===== src/rtl/avalon_st_arb_pkg.sv =====
// Shared types and defaults for the two-source Avalon-ST frame arbiter.
// The optional beat-count check is enabled with `ARB_LEN_CHECK_EN.
package avalon_st_arb_pkg;

    localparam int DEF_DATA_W       = 16;
    localparam int DEF_FRAME_PIXELS = 76800;

    typedef enum logic {
        IDLE = 1'b0,
        BUSY = 1'b1
    } state_e;

    typedef logic src_t;

    function automatic logic [1:0] onehot(input src_t s);
        return s ? 2'b10 : 2'b01;
    endfunction

endpackage


===== src/rtl/avalon_st_out_reg.sv =====
// One-stage Avalon-ST pipeline register: loads when empty or draining,
// holds while the consumer stalls.
module avalon_st_out_reg #(
    parameter int DATA_W = 16
) (
    input  logic              clk,
    input  logic              rst_n,
    input  logic              in_valid_i,
    input  logic [DATA_W-1:0] in_data_i,
    input  logic              in_sop_i,
    input  logic              in_eop_i,
    output logic              in_ready_o,
    input  logic              out_ready_i,
    output logic              out_valid_o,
    output logic [DATA_W-1:0] out_data_o,
    output logic              out_sop_o,
    output logic              out_eop_o
);

    logic              valid_q, valid_d;
    logic [DATA_W-1:0] data_q, data_d;
    logic              sop_q, sop_d;
    logic              eop_q, eop_d;

    assign in_ready_o = ~valid_q | out_ready_i;

    always_comb begin
        valid_d = valid_q;
        data_d  = data_q;
        sop_d   = sop_q;
        eop_d   = eop_q;
        if (in_ready_o) begin
            valid_d = in_valid_i;
            if (in_valid_i) begin
                data_d = in_data_i;
                sop_d  = in_sop_i;
                eop_d  = in_eop_i;
            end
        end
    end

    always_ff @(posedge clk or negedge rst_n) begin
        if (!rst_n) begin
            valid_q <= 1'b0;
            data_q  <= '0;
            sop_q   <= 1'b0;
            eop_q   <= 1'b0;
        end else begin
            valid_q <= valid_d;
            data_q  <= data_d;
            sop_q   <= sop_d;
            eop_q   <= eop_d;
        end
    end

    assign out_valid_o = valid_q;
    assign out_data_o  = data_q;
    assign out_sop_o   = sop_q;
    assign out_eop_o   = eop_q;

endmodule


===== src/rtl/avalon_st_frame_arbiter.sv =====
// Packet-granular round-robin arbiter sharing one Avalon-ST pixel path between two sources.
// Define ARB_LEN_CHECK_EN to add the frame beat counter and len_err_out.
module avalon_st_frame_arbiter
    import avalon_st_arb_pkg::*;
#(
    parameter int DATA_W = DEF_DATA_W
`ifdef ARB_LEN_CHECK_EN
    ,
    parameter int FRAME_PIXELS = DEF_FRAME_PIXELS
`endif
) (
    input  logic              clk,
    input  logic              reset,
    input  logic              enable_in,
    input  logic              valid0_in,
    input  logic [DATA_W-1:0] data0_in,
    input  logic              sop0_in,
    input  logic              eop0_in,
    output logic              ready0_out,
    input  logic              valid1_in,
    input  logic [DATA_W-1:0] data1_in,
    input  logic              sop1_in,
    input  logic              eop1_in,
    output logic              ready1_out,
    input  logic              ready_in,
    output logic              valid_out,
    output logic [DATA_W-1:0] data_out,
    output logic              sop_out,
    output logic              eop_out,
    output logic [1:0]        grant_out,
    output logic              busy_out,
    output logic              drop_err_out
`ifdef ARB_LEN_CHECK_EN
    ,
    output logic              len_err_out
`endif
);

    state_e state_q, state_d;
    src_t   sel_q, sel_d;
    src_t   last_q, last_d;

    logic              busy;
    logic              load;
    logic              req0, req1;
    logic              v_sel, sop_sel, eop_sel;
    logic [DATA_W-1:0] d_sel;
    logic              accept;

    assign busy    = (state_q == BUSY);
    assign req0    = valid0_in & sop0_in;
    assign req1    = valid1_in & sop1_in;
    assign v_sel   = sel_q ? valid1_in : valid0_in;
    assign d_sel   = sel_q ? data1_in : data0_in;
    assign sop_sel = sel_q ? sop1_in : sop0_in;
    assign eop_sel = sel_q ? eop1_in : eop0_in;
    assign accept  = busy & v_sel & load;

    always_comb begin
        state_d = state_q;
        sel_d   = sel_q;
        last_d  = last_q;
        unique case (state_q)
            IDLE: begin
                if (enable_in && (req0 || req1)) begin
                    state_d = BUSY;
                    if (req0 && req1)
                        sel_d = ~last_q;
                    else
                        sel_d = req1 ? 1'b1 : 1'b0;
                end
            end
            BUSY: begin
                if (accept && eop_sel) begin
                    state_d = IDLE;
                    last_d  = sel_q;
                end
            end
            default: state_d = IDLE;
        endcase
    end

    always_ff @(posedge clk or negedge reset) begin
        if (!reset) begin
            state_q <= IDLE;
            sel_q   <= 1'b0;
            last_q  <= 1'b1;
        end else begin
            state_q <= state_d;
            sel_q   <= sel_d;
            last_q  <= last_d;
        end
    end

    // Stray non-SOP beats are swallowed only between frames.
    assign ready0_out = reset & (busy ? (~sel_q & load)
                                      : (valid0_in & ~sop0_in));
    assign ready1_out = reset & (busy ? (sel_q & load)
                                      : (valid1_in & ~sop1_in));
    assign drop_err_out = reset & ~busy &
                          ((valid0_in & ~sop0_in) | (valid1_in & ~sop1_in));

    assign busy_out  = busy;
    assign grant_out = busy ? onehot(sel_q) : 2'b00;

    avalon_st_out_reg #(
        .DATA_W(DATA_W)
    ) u_out_reg (
        .clk        (clk),
        .rst_n      (reset),
        .in_valid_i (busy & v_sel),
        .in_data_i  (d_sel),
        .in_sop_i   (sop_sel),
        .in_eop_i   (eop_sel),
        .in_ready_o (load),
        .out_ready_i(ready_in),
        .out_valid_o(valid_out),
        .out_data_o (data_out),
        .out_sop_o  (sop_out),
        .out_eop_o  (eop_out)
    );

`ifdef ARB_LEN_CHECK_EN
    localparam int CW = $clog2(FRAME_PIXELS + 1);
    localparam logic [CW-1:0] FULL = CW'(FRAME_PIXELS);
    localparam logic [CW-1:0] LAST = CW'(FRAME_PIXELS - 1);

    logic [CW-1:0] cnt_q, cnt_d;

    // Counter idles at zero so it is clear when the next grant lands.
    always_comb begin
        cnt_d = cnt_q;
        if (!busy)
            cnt_d = '0;
        else if (accept && cnt_q != FULL)
            cnt_d = cnt_q + CW'(1);
    end

    always_ff @(posedge clk or negedge reset) begin
        if (!reset)
            cnt_q <= '0;
        else
            cnt_q <= cnt_d;
    end

    assign len_err_out = accept & (eop_sel ? (cnt_q != LAST) : (cnt_q == LAST));
`endif

endmodule


===== config.mk =====
export PLATFORM = sky130hd
export DESIGN_NAME = avalon_st_frame_arbiter
export DESIGN_NICKNAME = d
export VERILOG_FILES = /design/src/rtl/avalon_st_arb_pkg.sv /design/src/rtl/avalon_st_out_reg.sv /design/src/rtl/avalon_st_frame_arbiter.sv
export SDC_FILE = /design/constraint.sdc
export NUM_CORES = 1
export LEC_CHECK = 0
export BUFFER_PORTS_ARGS = -buffer_cell sky130_fd_sc_hd__clkbuf_2
export CAP_MARGIN = 0
export CORE_ASPECT_RATIO = 0.9
export CORE_MARGIN = 2
export CORE_UTILIZATION = 30
export CTS_BUF_LIST = sky130_fd_sc_hd__clkbuf_16
export CTS_CLUSTER_DIAMETER = 200
export CTS_CLUSTER_SIZE = 30
export DETAILED_ROUTE_END_ITERATION = 10
export PLACE_DENSITY_LB_ADDON = 0.1
export SLEW_MARGIN = 5
export SYNTH_ARGS = -nofsm -noshare
export SYNTH_HDL_FRONTEND = slang
export SYNTH_SLANG_ARGS = --single-unit
export TNS_END_PERCENT = 1

===== constraint.sdc =====
create_clock -name clk -period 2.4 [get_ports clk]
set_input_delay 0.12 -clock clk [delete_from_list [all_inputs] [get_ports clk]]
set_output_delay 0.12 -clock clk [all_outputs]
set_load 0.005 [all_outputs]

==> results.sh <==
export IMPL_antennaDiodeCount=0
export IMPL_cts_buffers=3
export IMPL_ys_types=25
export IMPL_synth_simple_gate_area_share=0.0872
export IMPL_grt_use_total=0.126
export IMPL_die_h_microns=64.1
export IMPL_final_area_sq_um=1700
export IMPL_seq_area_frac_synth=0.458
export IMPL_most_common_layout_cells="clkbuf_2, mux2_2, dfrtp_1"
export IMPL_grt_max_degree=26
export IMPL_grt_first_pass_wirelength_mm=4.54
export IMPL_final_cells=207
export IMPL_synthMuxAreaShare=0.364
export IMPL_via_per_inst=4.77
export IMPL_antenna_found_initial=0
export IMPL_synth_fp_nets=134
export IMPL_final_setup_tns_ns=0
export IMPL_critPathMaxFanout=19
export IMPL_setup_violations=0
export IMPL_cts_buffer_depth=2
export IMPL_setup_ws_ns=0.731
export IMPL_cts_root_buf="clkbuf_16"
export IMPL_power_density_nw_per_um2=1250
export IMPL_worstMarginPinSlew_ns=0.581
export IMPL_fin_skew_ns=0.00266
export IMPL_slew_headroom=0.612
export IMPL_worst_ep_arrival_time_ns=1.81
export IMPL_cts_tree="yes"
export IMPL_hpwl_mm=2.14
export IMPL_dieArea_sq_um=4540
export IMPL_ys_seq_elements=22
export IMPL_postSynthAreaPerCell_sq_um=13.1
export IMPL_slew_viol_final=0
export IMPL_synth_compound_area_share=0.0602
export IMPL_hold_viol=0
export IMPL_min_path_type="in2reg"
export IMPL_drt_iter0_markers=16
export IMPL_fin_crit_sh=0.695
export IMPL_critPathLaunchType="register"
export IMPL_grt_setup_unrepaired="false"
export IMPL_ir_drop_mv=0.527
export IMPL_synth_area_sq_um=1200
export IMPL_worstSkewPairLatency_ns=0.25
export IMPL_via_count=988
export IMPL_met2WireLength_mm=1.38
export IMPL_io_buffers=66
export IMPL_end_kind="register"
export IMPL_antenna_left=0
export IMPL_dpl_cell_area_sq_um=1580
export IMPL_power_leakage_nw=0.858
export IMPL_dp_slack_ns=0.721
export IMPL_finalNetCount=204
export IMPL_clkTransAtPathRegs_ns=0.06
export IMPL_ys_warn_count=0
export IMPL_routed_wl_met3_microns=201
export IMPL_synthAdderAreaFrac=0
export IMPL_wirelength_mm=2.80
export IMPL_io_pins=67
export IMPL_cts_sinks=22
export IMPL_highest_layer="met4"
export IMPL_drc=0
export IMPL_synthXorXnorAreaFrac=0
export IMPL_synth_top_family_by_area="multiplexers"
export IMPL_wire_per_inst_microns=13.5
export IMPL_finalCriticalPeriod_ns=1.67
export IMPL_layout_commonest_cell="clkbuf_2"
export IMPL_worstSetupPathType="reg2reg"
export IMPL_overflow=0
export IMPL_start_util=0.318
export IMPL_first_pass_iters=4
export IMPL_die_x_microns=70.8
export IMPL_met1_length_mm=1.20
export IMPL_core_sq_um=3780
export IMPL_layout_drive_gt1_share=0.689
export IMPL_fmax_mhz=599
export IMPL_place_inst=202
export IMPL_grt_pass1_vias=976
export IMPL_cp_required_ns=2.54
export IMPL_status="completed"
export IMPL_rows=21
export IMPL_gp_congestion=0.785
export IMPL_syn_inst=92
export IMPL_htree_levels=1
export IMPL_maxCapViolations=0
export IMPL_area_delta_synth_final_pct=40.9
[report_power, final]
group,total [W],leakage [nW],internal [W],switching [W]
registers,0.000688,0.258,0.000565,0.000123
clock network,0.000467,0.0511,0.000331,0.000136
logic,0.000970,0.549,0.000591,0.000378
total,0.00213,0.858,0.00149,0.000637
[per-stage QoR]
stage / total power, W / hold slack (ns) / utilization
floorplan: 0.00133 / -0.176 / -
global placement: 0.00166 / 0.156 / 0.418
detailed placement: 0.00168 / 0.155 / 0.418
CTS: 0.00216 / 0.163 / 0.449
global route: 0.00228 / 0.177 / 0.449
finish: 0.00213 / 0.167 / 0.449
[synth_stat cells, drive strengths merged]
master	count	share of area
nand2	4	0.012
clkbuf	1	0.0031
nor3b	1	0.0062
dfrtp	21	0.44
a32oi	1	0.0073
dfstp	1	0.022
mux2	36	0.36
a21bo	1	0.0083
a21oi	3	0.012
and2	2	0.010
nand4	1	0.0052
o21ai	1	0.0041
a22oi	1	0.0062
o2bb2ai	1	0.0073
o31ai	1	0.0062
nor2	1	0.0031
nand2b	2	0.010
nor2b	4	0.021
a41o	1	0.0083
inv	3	0.0093
nand3	2	0.019
buf	3	0.018
[flip-flops by register name (all words and copies together) (netlist names)]
register and flops:
busy_out 1, last_q 1, sel_q 1, u_out_reg.out_data_o 16, u_out_reg.out_eop_o 1, u_out_reg.out_sop_o 1, u_out_reg.out_valid_o 1
[final timing paths]
path / slack, ns / from / end / depth (start not counted)
max: 0.73 / sel_q / u_out_reg.out_data_o[0] / 4
min: 0.17 / eop0_in / last_q / 3
max reg2reg: 0.73 / sel_q / u_out_reg.out_data_o[0] / 4
min reg2reg: 0.49 / last_q / last_q / 2
max in group asynchronous: 1.62 / reset / u_out_reg.out_data_o[11] / 2
min in group asynchronous: 0.39 / reset / u_out_reg.out_data_o[3] / 2
[layout make-up]
class,instances,area (sq um)
flip-flops and latches,22,552
clock buffers,3,75.1
well taps,46,57.6
fillers,411,2090
clock inverters,1,30.0
repair buffers,69,355
multi-input cells,63,617
inverters,3,11.3
[worst max-delay path: stages, from the launching register on]
cell	delay, ns
dfrtp_1	0.37
buf_4	0.19
mux2_4	0.33
nand3_4	0.28
mux2_2	0.38
[metal layers]
metal / vias to the layer above / GRT usage
met2: 32 / 0.206
met4: 0 / 0.0354
met1: 485 / 0.159
met5: - / 0
li1: 469 / -
met3: 2 / 0.0410
[timing repair]
| action | 4_1_cts | 5_1_grt |
|---|---|---|
| buffers inserted | 0 | 0 |
| hold buffers | 1 | 0 |
| resized for setup | 0 | 0 |
| hold endpoints to repair | 21 | 0 |
[kinds of logic (layout without fill, tap and decap cells)]
group / count (synthesis) / after routing
buf+inv: 7 / 76
simple gates: 17 / 17
mux: 36 / 36
flops: 22 / 22
compound gates: 10 / 10
(Power assumes the default switching activity.)
